### config.mk
export PLATFORM = sky130hd
export DESIGN_NAME = work_loader
export DESIGN_NICKNAME = d
export VERILOG_FILES = /design/src/rtl/work_loader.sv
export SDC_FILE = /design/constraint.sdc
export NUM_CORES = 1
export LEC_CHECK = 0
export ABC_AREA = 1
export CORE_ASPECT_RATIO = 0.8
export CORE_MARGIN = 2
export CORE_UTILIZATION = 40
export DETAILED_ROUTE_END_ITERATION = 6
export GPL_TIMING_DRIVEN = 0
export PLACE_DENSITY = 0.59
export SLEW_MARGIN = 30
export SYNTH_ARGS = -nofsm -noshare
export SYNTH_HDL_FRONTEND = slang
export SYNTH_SLANG_ARGS = --single-unit
export TNS_END_PERCENT = 10
### constraint.sdc
create_clock -name clk -period 14.1 [get_ports clk]
set_clock_uncertainty 0.05 [all_clocks]
set_input_delay 2.82 -clock clk [delete_from_list [all_inputs] [get_ports clk]]
set_output_delay 2.82 -clock clk [all_outputs]
set_load 0.01 [all_outputs]
### src/rtl/work_loader.sv
// Byte-stream front end for the miner: finds a sync byte, assembles a 53-byte payload
// into the 420-bit work word and holds it until the miner acknowledges.
module work_loader #(
    parameter logic [7:0] SYNC_BYTE = 8'hA5,
    parameter int         TIMEOUT   = 1000
) (
    input  logic         clk,
    input  logic         rst,
    input  logic [7:0]   rx_data,
    input  logic         rx_valid,
    output logic         rx_ready,
    output logic [419:0] work_data,
    output logic         work_valid,
    input  logic         work_ack,
    output logic [7:0]   err_count
);

    localparam int               GAP_W    = $clog2(TIMEOUT + 1);
    localparam logic [GAP_W-1:0] GAP_MAX  = GAP_W'(TIMEOUT);
    localparam logic [5:0]       LAST_IDX = 6'd52;

    typedef enum logic [1:0] {HUNT, LOAD, HOLD} state_t;

    state_t             state_q, state_d;
    logic [5:0]         idx_q, idx_d;
    logic [GAP_W-1:0]   gap_q, gap_d;
    logic [411:0]       shift_q;
    logic [419:0]       shift_d;
    logic [419:0]       work_data_q, work_data_d;
    logic               work_valid_q, work_valid_d;
    logic [7:0]         err_q, err_d;
    logic               rx_ready_q, rx_ready_d;

    logic xfer, expire, bad_nib, last;

    function automatic logic [7:0] sat_inc(input logic [7:0] v);
        return (v == 8'hFF) ? v : v + 8'd1;
    endfunction

    assign xfer    = rx_valid && rx_ready_q;
    assign expire  = (state_q == LOAD) && (gap_q == GAP_MAX);
    assign bad_nib = (state_q == LOAD) && xfer && (idx_q == 6'd0) && (rx_data[7:4] != 4'h0);
    assign last    = (state_q == LOAD) && xfer && (idx_q == LAST_IDX);

    // Only the newest 420 bits survive; the mandatory-zero nibble of byte 0 falls off the top.
    assign shift_d = {shift_q, rx_data};

    always_ff @(posedge clk) begin
        if (!rst) begin
            state_q      <= HUNT;
            idx_q        <= '0;
            gap_q        <= '0;
            work_data_q  <= '0;
            work_valid_q <= 1'b0;
            err_q        <= '0;
            rx_ready_q   <= 1'b0;
        end else begin
            state_q      <= state_d;
            idx_q        <= idx_d;
            gap_q        <= gap_d;
            work_data_q  <= work_data_d;
            work_valid_q <= work_valid_d;
            err_q        <= err_d;
            rx_ready_q   <= rx_ready_d;
        end
    end

    always_ff @(posedge clk) begin
        if ((state_q == LOAD) && xfer) begin
            shift_q <= shift_d[411:0];
        end
    end

    always_comb begin
        state_d = state_q;
        unique case (state_q)
            HUNT: begin
                if (xfer && (rx_data == SYNC_BYTE)) begin
                    state_d = LOAD;
                end
            end
            LOAD: begin
                if (expire || bad_nib) begin
                    state_d = HUNT;
                end else if (last) begin
                    state_d = HOLD;
                end
            end
            HOLD: begin
                if (work_ack) begin
                    state_d = HUNT;
                end
            end
            default: state_d = HUNT;
        endcase
    end

    always_comb begin
        idx_d        = '0;
        gap_d        = '0;
        work_data_d  = work_data_q;
        work_valid_d = work_valid_q;
        err_d        = err_q;
        if ((state_q == LOAD) && (state_d == LOAD)) begin
            idx_d = xfer ? idx_q + 6'd1 : idx_q;
            gap_d = xfer ? '0 : gap_q + GAP_W'(1);
        end
        if (last) begin
            work_data_d  = shift_d;
            work_valid_d = 1'b1;
        end
        if ((state_q == HOLD) && work_ack) begin
            work_valid_d = 1'b0;
        end
        if (bad_nib || expire) begin
            err_d = sat_inc(err_q);
        end
        // Ready is registered, so the expiry cycle is predicted from the next gap value.
        rx_ready_d = (state_d == HUNT) || ((state_d == LOAD) && (gap_d != GAP_MAX));
    end

    assign rx_ready   = rx_ready_q;
    assign work_data  = work_data_q;
    assign work_valid = work_valid_q;
    assign err_count  = err_q;

endmodule
==> flow_metrics.tcl <==
set metrics [dict create \
    clk_pin_slew_ns 0.06 \
    place_area_um2 34400 \
    ir_drop_mv 0.0803 \
    synth_cells 2447 \
    vias 19400 \
    nNetsFinal 3009 \
    switching_share_pct 20.3 \
    cts_inserted_buffers 83 \
    gp_congestion 0.830 \
    p_total_mw 4.85 \
    avgSynthCellArea_um2 11.6 \
    rsz0062_at_grt "false" \
    synth_nets 2464 \
    whs_ns 0.373 \
    hp-class "flip-flop to flip-flop" \
    dpl.hpwl_um 52000 \
    grt_util_all_layers_pct 19.4 \
    required_ns 14.36 \
    hold_viol 0 \
    clk_path_buf_depth 3 \
    report.final.slew_viol_count 0 \
    arrival_ns 5.51 \
    power.density_nw_per_um2 130 \
    post_cts_resized 0 \
    p_clk_share_pct 45.2 \
    core_area_um2 70300 \
    final_antenna_net_count 0 \
    postCtsSetupBuffers 0 \
    grt_pass1_wl_um 110000 \
    ys_ff_latch 860 \
    utilization_pct 52.8 \
    period_share_pct 37.2 \
    viasPerCell 4.85 \
    leakage_nw 12.5 \
    ios 442 \
    wl_per_cell_um 18.2 \
    num_rows 87 \
    cts_tree "yes" \
    comb_power_share_pct 1.3 \
    cpMostUsedCell "buf_16" \
    crit_path_cell_trace "clkdlybuf4s50_1 -> nand2_1 -> nor2_4 -> buf_16 -> buf_8 -> buf_16 -> buf_16 -> buf_16 -> buf_16 -> buf_16 -> buf_16" \
    slew_headroom_pct 49.3 \
    drc 0 \
    grt.overflow.total 0 \
    fill_cells 6085 \
    netlist_area_um2 28300 \
    slowest_delay_ns 0.49 \
    wl_um 72600 \
    p_int_mw 3.86 \
    cts_root_buf "clkbuf_16" \
    fin_area_um2 37100 \
    pwr-share-seq_pct 53.5 \
    worstSetupStartpointType "input pin" \
    ys_types 33 \
    tightestPinTransition_ns 0.761 \
    firstDrtPassIters 5 \
    cts_hold_buffers 0 \
    dieArea_um2 72900 \
    start_util_pct 40.3 \
    portBuffers 440 \
    setup_violations 0 \
    critPathCaptureType "flip-flop" \
    num_antenna_cells 0 \
    ys_warn_count 0 \
    grt_max_degree 27 \
    first_iter_violations 1152 \
    p_sw_mw 0.983 \
    crit_fanout 26 \
    status "finished clean" \
    dieHeight_um 242 \
    fmaxAchievable_mhz 191 \
    syn_to_final_growth_pct 31.2 \
    maxCapViolations 0 \
    h-tree-depth 3 \
    critical_path_class "input pin to flip-flop" \
    synth-seq-area-share_pct 75.4 \
    drive_gt1_share_pct 6.89 \
    slowest_stage "nor2_4" \
    clock_sinks 860 \
    die_w_um 301 \
    antenna_found_initial 0 \
    grt_pass1_vias 19300 \
    worstSkewPairLatency_ns 0.63 \
    period_minus_slack_ns 5.25 \
]
power groups by stage:
stage	clock network [mW]	registers [mW]	logic, mW
after floorplan	0	2.65	0.0386
after global placement	0	2.65	0.0610
after detailed placement	0	2.65	0.0616
after CTS	2.25	2.59	0.0619
after global routing	2.34	2.59	0.0699
final	2.19	2.59	0.0614
registers in the layout, summed over array words and instances, names as in the netlist:
| name | count |
|---|---|
| state_q | 2 |
| err_count | 8 |
| rx_ready | 1 |
| shift_q | 412 |
| work_valid | 1 |
| gap_q | 10 |
| idx_q | 6 |
| work_data | 420 |
metal layers:
layer	share of wire (%)	global-route usage (%)	wire (um)	up-vias
met4	3.1	6.49	2230	0
met1	44	26.2	32000	9356
met3	7.4	5.14	5400	134
met5	0	0	0	-
met2	45	30.4	33000	568
li1	-	-	-	9333
area by class of cell:
cell class	count	area (um^2)	area share, %
clock inverter	25	283	0.761
sequential	860	21300	57.5
buffer	143	737	1.98
tap	934	1170	3.15
clock buffer	129	2430	6.55
multi-input combinational	1409	6100	16.4
inverter	35	134	0.360
timing repair buffer	460	4940	13.3
worst paths after layout:
check                                       startpoint                      to  slack [ns]  cells past startpoint
worst max-delay path                          rx_valid  shift_q[202]$_DFFE_PP_        8.85                     11
worst min-delay path            shift_q[169]$_DFFE_PP_  shift_q[177]$_DFFE_PP_        0.37                      0
worst max register to register   state_q[1]$_SDFF_PN0_  shift_q[202]$_DFFE_PP_       11.17                     11
worst min register to register  shift_q[169]$_DFFE_PP_  shift_q[177]$_DFFE_PP_        0.37                      0
kinds of logic (layout without fill, tap and decap cells):
kind of cell / Yosys count / in the layout / synth area share, %
flip-flops: 860 / 860 / 75.4
AO/OA/AOI/OAI: 446 / 446 / 7.93
AND/OR/NAND/NOR: 949 / 949 / 13.1
adder cells (fa/ha/maj): 5 / 5 / 0.221
XOR/XNOR: 9 / 9 / 0.278
buffers and inverters: 178 / 792 / 3.08
cells in the final DEF (no fill, tap or decap), types with 7 or more instances in the layout:
master / instances
nor3_1: 9
nand3_1: 21
clkinv_1: 8
xor2_1: 7
nor2_1: 857
clkbuf_16: 85
buf_2: 7
buf_16: 19
buf_4: 47
clkbuf_8: 14
clkdlybuf4s50_1: 440
nand2_1: 39
clkbuf_1: 117
o21ai_0: 423
dfxtp_1: 448
edfxtp_1: 412
inv_1: 31
a21oi_1: 19
clkinv_2: 9
synthesized netlist by cell type, drive strengths merged:
cell	number	area share, %
inv	33	0.45
nor3b	2	0.053
a21oi	19	0.34
o21a	1	0.027
nand2	43	0.64
buf	56	1.4
nand4	7	0.20
nor3	13	0.30
nor4	3	0.12
nor2	859	11
clkbuf	87	1.2
dfxtp	448	32
edfxtp	412	44
clkinv	2	0.027
xnor2	2	0.062
or2	1	0.022
nand3	21	0.37
xor2	7	0.22
ha	5	0.22
o21ai	426	7.6
metrics by stage:
| stage | setup slack (ns) | instances | TNS, ns |
|---|---|---|---|
| floorplan | 3.67 | 2447 | 0 |
| global placement | -0.598 | 3821 | -238.64 |
| detailed placement | 8.20 | 3841 | 0 |
| CTS | 8.85 | 3995 | 0 |
| global route | 8.69 | 3995 | 0 |
| finish | 8.85 | 3995 | 0 |
worst max-delay path, delay by kind of cell:
kind                   cells  cell delay, ns
buffers and inverters      9            2.00
and+or+nand+nor            2            0.62
Power figures use the tool's default switching activity.
